### src/rtl/mac_lane_pkg.sv
// Shared constants and per-lane configuration layout for the MAC lane tile.
// A lane config nibble is {SIGNED, SAT, MODE[1:0]}.
package mac_lane_pkg;
  localparam int LANE_CONF_W = 4;
  localparam int SIGNED_BIT  = 3;
  localparam int SAT_BIT     = 2;

  typedef enum logic [1:0] {
    MODE_OFF  = 2'b00,
    MODE_MUL  = 2'b01,
    MODE_ACC  = 2'b10,
    MODE_RSVD = 2'b11
  } lane_mode_e;

  typedef struct packed {
    logic       is_signed;
    logic       sat;
    lane_mode_e mode;
  } lane_cfg_t;

  function automatic lane_cfg_t decode_cfg(input logic [LANE_CONF_W-1:0] bits);
    lane_cfg_t c;
    c.is_signed = bits[SIGNED_BIT];
    c.sat       = bits[SAT_BIT];
    c.mode      = lane_mode_e'(bits[1:0]);
    return c;
  endfunction
endpackage

### src/rtl/mac_lane.sv
// One MAC lane: stage-1 multiply, stage-2 pass-through or accumulate
// with optional signed/unsigned saturation.
module mac_lane
  import mac_lane_pkg::*;
#(
  parameter int IN_W  = 8,
  parameter int ACC_W = 32
) (
  input  logic             clk,
  input  logic             rst,
  input  logic             en,
  input  lane_cfg_t        cfg,
  input  logic [IN_W-1:0]  a,
  input  logic [IN_W-1:0]  b,
  input  logic             acc_clr,
  input  logic             v1,
  output logic [ACC_W-1:0] out
);
  localparam int P_W = 2 * IN_W;
  localparam logic [ACC_W-1:0] S_MIN = {1'b1, {(ACC_W-1){1'b0}}};
  localparam logic [ACC_W-1:0] S_MAX = ~S_MIN;

  logic [P_W-1:0]        p_q, p_d;
  logic                  clr1_q, clr1_d;
  logic [ACC_W-1:0]      acc_q, acc_d;
  logic [ACC_W-1:0]      out_q, out_d;

  logic signed [IN_W:0]  a_ext, b_ext;
  logic signed [P_W+1:0] prod;
  logic [ACC_W-1:0]      x, base, res;
  logic [ACC_W:0]        sum;

  // One extra operand bit lets a single signed multiplier cover both signednesses.
  always_comb begin
    a_ext  = {cfg.is_signed & a[IN_W-1], a};
    b_ext  = {cfg.is_signed & b[IN_W-1], b};
    prod   = (P_W+2)'(a_ext) * (P_W+2)'(b_ext);
    p_d    = en ? prod[P_W-1:0] : p_q;
    clr1_d = en ? acc_clr : clr1_q;
  end

  // The sum is one bit wider than the accumulator so overflow is visible in the top bits.
  always_comb begin
    x    = cfg.is_signed ? ACC_W'($signed(p_q)) : ACC_W'(p_q);
    base = clr1_q ? '0 : acc_q;
    sum  = {cfg.is_signed & base[ACC_W-1], base} + {cfg.is_signed & x[ACC_W-1], x};
    res  = sum[ACC_W-1:0];
    if (cfg.sat) begin
      if (cfg.is_signed) begin
        if (sum[ACC_W] != sum[ACC_W-1]) res = sum[ACC_W] ? S_MIN : S_MAX;
      end else if (sum[ACC_W]) begin
        res = '1;
      end
    end
  end

  always_comb begin
    acc_d = acc_q;
    out_d = out_q;
    if (en) begin
      case (cfg.mode)
        MODE_MUL: begin
          if (v1) out_d = x;
        end
        MODE_ACC: begin
          if (v1)          acc_d = res;
          else if (clr1_q) acc_d = '0;
          out_d = acc_d;
        end
        default: begin
          acc_d = '0;
          out_d = '0;
        end
      endcase
    end
  end

  always_ff @(posedge clk) begin
    if (!rst) begin
      p_q    <= '0;
      clr1_q <= 1'b0;
      acc_q  <= '0;
      out_q  <= '0;
    end else begin
      p_q    <= p_d;
      clr1_q <= clr1_d;
      acc_q  <= acc_d;
      out_q  <= out_d;
    end
  end

  assign out = out_q;
endmodule

### src/rtl/mac_lane_tile.sv
// LANES-wide MAC tile: serial config shadow chain, active config latch,
// shared valid pipeline and one mac_lane per lane.
module mac_lane_tile
  import mac_lane_pkg::*;
#(
  parameter int LANES = 4,
  parameter int IN_W  = 8,
  parameter int ACC_W = 32
) (
  input  logic                   clk,
  input  logic                   rst,
  input  logic                   en,
  input  logic                   cen,
  input  logic                   cset,
  input  logic                   shift_in,
  output logic                   shift_out,
  output logic                   cset_out,
  input  logic                   in_valid,
  input  logic [LANES*IN_W-1:0]  a,
  input  logic [LANES*IN_W-1:0]  b,
  input  logic [LANES-1:0]       acc_clr,
  output logic                   out_valid,
  output logic [LANES*ACC_W-1:0] out
);
  localparam int CONF_W = LANES * LANE_CONF_W;

  logic [CONF_W-1:0] shadow_q, shadow_d;
  logic [CONF_W-1:0] active_q, active_d;
  logic              cset_out_q, cset_out_d;
  logic              v1_q, v1_d;
  logic              out_valid_q, out_valid_d;

  // The config chain runs independently of en; cset captures the pre-shift shadow.
  always_comb begin
    shadow_d    = cen ? {shadow_q[CONF_W-2:0], shift_in} : shadow_q;
    active_d    = cset ? shadow_q : active_q;
    cset_out_d  = cset;
    v1_d        = en ? in_valid : v1_q;
    out_valid_d = en ? v1_q : out_valid_q;
  end

  always_ff @(posedge clk) begin
    if (!rst) begin
      shadow_q    <= '0;
      active_q    <= '0;
      cset_out_q  <= 1'b0;
      v1_q        <= 1'b0;
      out_valid_q <= 1'b0;
    end else begin
      shadow_q    <= shadow_d;
      active_q    <= active_d;
      cset_out_q  <= cset_out_d;
      v1_q        <= v1_d;
      out_valid_q <= out_valid_d;
    end
  end

  for (genvar i = 0; i < LANES; i++) begin : g_lane
    mac_lane #(
      .IN_W  (IN_W),
      .ACC_W (ACC_W)
    ) u_lane (
      .clk     (clk),
      .rst     (rst),
      .en      (en),
      .cfg     (decode_cfg(active_q[i*LANE_CONF_W +: LANE_CONF_W])),
      .a       (a[i*IN_W +: IN_W]),
      .b       (b[i*IN_W +: IN_W]),
      .acc_clr (acc_clr[i]),
      .v1      (v1_q),
      .out     (out[i*ACC_W +: ACC_W])
    );
  end

  assign shift_out = shadow_q[CONF_W-1];
  assign cset_out  = cset_out_q;
  assign out_valid = out_valid_q;
endmodule

### config.mk
export PLATFORM = sky130hd
export DESIGN_NAME = mac_lane_tile
export DESIGN_NICKNAME = d
export VERILOG_FILES = /design/src/rtl/mac_lane_pkg.sv /design/src/rtl/mac_lane.sv /design/src/rtl/mac_lane_tile.sv
export SDC_FILE = /design/constraint.sdc
export NUM_CORES = 2
export LEC_CHECK = 0
export BUFFER_PORTS_ARGS = -buffer_cell sky130_fd_sc_hd__buf_2
export CORE_MARGIN = 1.5
export CORE_UTILIZATION = 50
export CTS_CLUSTER_DIAMETER = 80
export CTS_CLUSTER_SIZE = 20
export DETAILED_ROUTE_END_ITERATION = 6
export PLACE_DENSITY = 0.65
export SLEW_MARGIN = 20
export SYNTH_ARGS = -nofsm -noshare
export SYNTH_HDL_FRONTEND = slang
export SYNTH_SLANG_ARGS = --single-unit
### constraint.sdc
create_clock -name clk -period 7.7 [get_ports clk]
set_clock_uncertainty 0.1 [all_clocks]
set_input_delay 0.77 -clock clk [delete_from_list [all_inputs] [get_ports clk]]
set_output_delay 0.77 -clock clk [all_outputs]
set_load 0.02 [all_outputs]
==> results by stage <==
Outcome:
- The run finished with clean final reports.

CTS:
- The number of buffers on the longest clock path is 3.
- The master cell of the clock root buffer is clkbuf_16.
- After clock tree synthesis, the flow added hold-fix buffers numbering 0.
- TritonCTS created 30 clock buffers.
- The clock latency on the worst-skew pair is 0.62 ns.
- The CTS tree is yes.
- The number of post-CTS setup repair buffers is 0.
- The register clock-pin slew on the reported worst setup and hold paths is 0.09 ns.
- The sink count of the clock tree is 359.
- The number of H-tree branching levels is 1.
- The post-cts resize count is 0.

Route:
- In this run, the number of DRC markers left after iteration 0 of detailed routing was 1833.
- The routed layout has 28290 vias.
- Using the TritonRoute via totals, the vias-per-cell ratio works out to 5.689.
- In the final routed layout, each cell accounts on average for 17.70 um.
- The number of nets still failing antenna checks after routing is 0.
- The first detailed-routing pass took 5 iterations.
- Summed over all layers, the routed wires come to 88.01 mm.
- The number of design rule violations left after detail routing is 0.

Synth:
- The compound-gate portion of the synthesized area is 20.40%.
- In the synthesized netlist, the number of instances is 4007.
- The synthesized netlist devotes 18.99% of its cell area to simple gates.
- The number of nets in the synthesized netlist is 4610.
- The flip-flop and latch count after synthesis is 359.
- After synthesis, the largest family of logic cells by area is adder cells.
- Sorting the synthesized cells by area gives the leading types as dfxtp_1, fa_1, ha_1, nand2_1, nor2b_1.
- The top cell type by area accounts for 21.66% of the synthesized area.
- The largest total area in the synthesized netlist belongs to dfxtp_1.
- The share of async-settable or async-resettable flops after synthesis is 0%.
- The average instance in the mapped netlist occupies 8.280 um^2.
- After synthesis the cells add up to 33180 um^2.
- The Yosys step of the flow raised 0 warnings.
- The number of enable-type register cells in the synthesized netlist is 0.
- Among all flip-flop cells after synthesis, the most frequent one is dfxtp_1.
- The adder-cell share of the synthesized area is 25.70%.
- Counting distinct cell types in the post-synthesis netlist gives 86.
- The share of the synthesized netlist area taken by xor and xnor gates is 4.831%.
- The register area share after synthesis is 21.66%.
- The multiplexer fraction of the synthesized cell area is 2.202%.

STA:
- Setup violations remaining at the end of the flow were counted as 0.
- The max-slew violation total from the final report came to 0.
- The relative slew slack is 24.18%.
- For the pin with the worst max-slew slack, the measured transition is 1.133 ns.
- The number of hold-slack violations in the final timing report is 0.
- Setup repair after global routing left no endpoint under its margin.
- The post-route minimum period is 6.197 ns.
- The maximum achievable frequency is 161.4 MHz.
- The final sum of negative setup slack is 0 ns.
- The part of the cycle the worst path needs is 80.48%.

Cells and area:
- The antenna diode count is 0.
- The final cell utilization of the core is 54.63%.
- The post-layout net count is 4690.
- The synthesis-to-finish area growth is 8.251%.
- The fraction of layout cells with a size suffix above 1 is 8.617%.

Placed design:
- The congestion estimate from routability-driven global placement came to 0.9259.
- Port buffering added 205 buffers.
- After legalization and detailed placement, the total HPWL measured 66.27 mm.

Floorplan:
- The core region is 65750 um^2.
- The overall die area is 67910 um^2.
- The die is 260.6 um wide.
- From bottom edge to top edge, the die measures 260.6 um.
- Row generation in the floorplan step produced 94 rows.
- The I/O pin count is 206.
- The effective utilization at floorplan is 50.46%.

Pwr:
- Of the total power, registers draw 35.1%.
- The proportion of total power due to net switching is 36.65%.
- The share of power burned in the clock network is 28.6%.
- Internal power comes to 3.725 mW.
- The static leakage is 16.58 nW.
- The overall power after layout is 5.881 mW.
- Combinational cells account for 36.3% of the total power.
- In this run the power spent charging and discharging nets is 2.156 mW.
- The worst-case IR drop observed on VDD is 0.1879 mV.
- For this design the ratio of total power to cell area is 163.7 nW/um^2.

Critical path:
- For this design, the slowest cell found on the critical path is dfxtp_1.
- The required time reported for the critical path endpoint is 8.14 ns.
- Along the worst path, the maximum fanout reaches 21.
- STA classifies the critical path startpoint as a flip-flop.
- The worst setup path is captured at a flip-flop.
- The type of the worst setup path is flip-flop to flip-flop.
- The signal on the critical path passes through buf_4, nor2b_1, ha_1, a211o_1, a21oi_1, a2111oi_2, o31ai_4, o21ba_2, o21ai_0, a221oi_1, xor2_1, ha_1, nand3_1, nor2_1, and4_1, a2111oi_4, buf_4, and3_1, o21ai_1, or3_1, a21boi_1.
- The worst endpoint data arrival time is 6.64 ns.
- The critical path's largest stage delay is 0.78 ns.

Global routing:
- For this run the aggregate overflow at the end of global routing stands at 0.
- The via count of the first global-routing pass is 26810.
- The first-pass GRT wire length is 143.2 mm.
- The overall fraction of global-route tracks in use is 25.62%.
- The initial antenna violation count is 1.
- The maximum number of pins on one net before global-route repair is 85.

Hold path:
- In this run the worst hold path is classified as primary input to flip-flop.

Run:
- The tool flagged a number of max-cap violations equal to 0.
[state kept, by name (all words and copies together) (netlist names)]
name                  cells
active_q                 16
g_lane.u_lane.out       128
g_lane.u_lane.clr1_q      4
g_lane.u_lane.acc_q     128
cset_out                  1
shadow_q                 16
g_lane.u_lane.p_q        64
out_valid                 1
v1_q                      1
[cell usage after synthesis, types with 6 or more instances]
cell	instances
o311ai_0	6
nand2b_1	19
xor2_1	52
o31ai_1	10
nor2_1	175
nor3_1	36
xnor2_1	131
o211a_1	19
nand3_1	57
mux2i_1	73
dfxtp_1	359
a22oi_1	15
clkbuf_1	179
o211ai_1	31
nor2b_1	252
a21o_1	57
a211oi_1	25
a31o_2	7
a21oi_1	273
nor3b_1	6
a211o_1	6
o21ai_0	315
nand2_1	425
o21bai_1	17
a21boi_1	9
a221o_1	9
inv_1	345
and2_1	189
nand3b_1	8
and3_1	26
o21ai_1	38
fa_1	256
a31oi_1	45
o21a_1	37
or2_2	13
o22ai_1	7
a221oi_1	31
ha_1	272
a22o_1	33
nand4_1	22
a21boi_0	20
[cell families (layout without fill, tap and decap cells)]
logic type | count (synthesis) | after routing
XOR/XNOR | 183 | 183
buffers and inverters | 541 | 642
flip-flops | 359 | 359
multiplexers | 73 | 73
AO/OA/AOI/OAI | 1069 | 1069
adder cells (fa/ha/maj) | 528 | 528
AND/OR/NAND/NOR | 1254 | 1254
[layout by cell type (no fill, tap or decap), drive strengths merged, types with 15 or more instances in the layout]
cell    count
clkbuf     33
nor2      175
o21bai     17
ha        272
a22oi      15
a21boi     29
a211oi     25
xor2       52
and3       29
nand2     426
nand3      58
inv       352
o211a      19
a31oi      46
mux2i      73
o211ai     31
nand4      22
o21a       37
buf       242
nand2b     19
a21oi     274
xnor2     131
a221oi     31
nor2b     252
dfxtp     359
o21ai     357
and2      190
a21o       57
a22o       33
fa        256
nor3       36
[power groups by stage]
stage | registers [mW] | clock network, mW | logic [mW]
2_1_floorplan | 2.07 | 0 | 1.69
3_3_place_gp | 2.11 | 0 | 2.11
3_5_place_dp | 2.11 | 0 | 2.14
4_1_cts | 2.06 | 1.72 | 2.17
5_1_grt | 2.08 | 1.78 | 2.49
6_report | 2.07 | 1.68 | 2.13
[per-stage QoR]
stage	hold slack (ns)	cell area, um^2	setup slack, ns	instances
floorplan	0.3270	33180	1.963	4007
global placement	0.3264	34850	1.704	4919
detailed placement	0.3339	34850	1.564	4919
CTS	0.2929	35910	1.541	4972
global route	0.2987	35920	1.039	4972
finish	0.3093	35920	1.503	4972
[worst paths after layout]
kind | startpoint | end | slack, ns | depth (start not counted)
max reg2reg | g_lane[3].u_lane.clr1_q$_SDFFE_PN0P_ | g_lane[3].u_lane.acc_q[2]$_SDFFE_PN0P_ | 1.50 | 21
min | acc_clr[0] | g_lane[0].u_lane.clr1_q$_SDFFE_PN0P_ | 0.31 | 3
max | g_lane[3].u_lane.clr1_q$_SDFFE_PN0P_ | g_lane[3].u_lane.acc_q[2]$_SDFFE_PN0P_ | 1.50 | 21
min reg2reg | g_lane[3].u_lane.out[16]$_SDFFE_PN0P_ | g_lane[3].u_lane.out[16]$_SDFFE_PN0P_ | 0.34 | 2
[area by class of cell]
type	instances	area (um^2)
fillers	6255	29830
multi-input cells	3107	23970
clock buffers	33	772.0
clock inverters	20	289.0
flip-flops and latches	359	7188
repair buffers	242	1313
well taps	864	1081
inverters	347	1303
[critical path: cells and delay by family, from the launching register on]
family | cells | cell delay [ns]
xor gates and xnor gates | 1 | 0.24
DFF | 1 | 0.78
adders and majority gates | 2 | 0.50
AOI/OAI and AO/OA | 10 | 2.31
and+or+nand+nor | 6 | 1.65
buffers and inverters | 2 | 0.53
[routing by layer]
layer / share of wire, % / track usage (%) / vias up
met2: 44 / 40.66 / 724
met4: 1.9 / 4.785 / 0
met3: 5.6 / 2.982 / 95
li1: - / - / 13820
met1: 48 / 37.60 / 13650
met5: 0 / 0 / -
(Power assumes the default switching activity.)
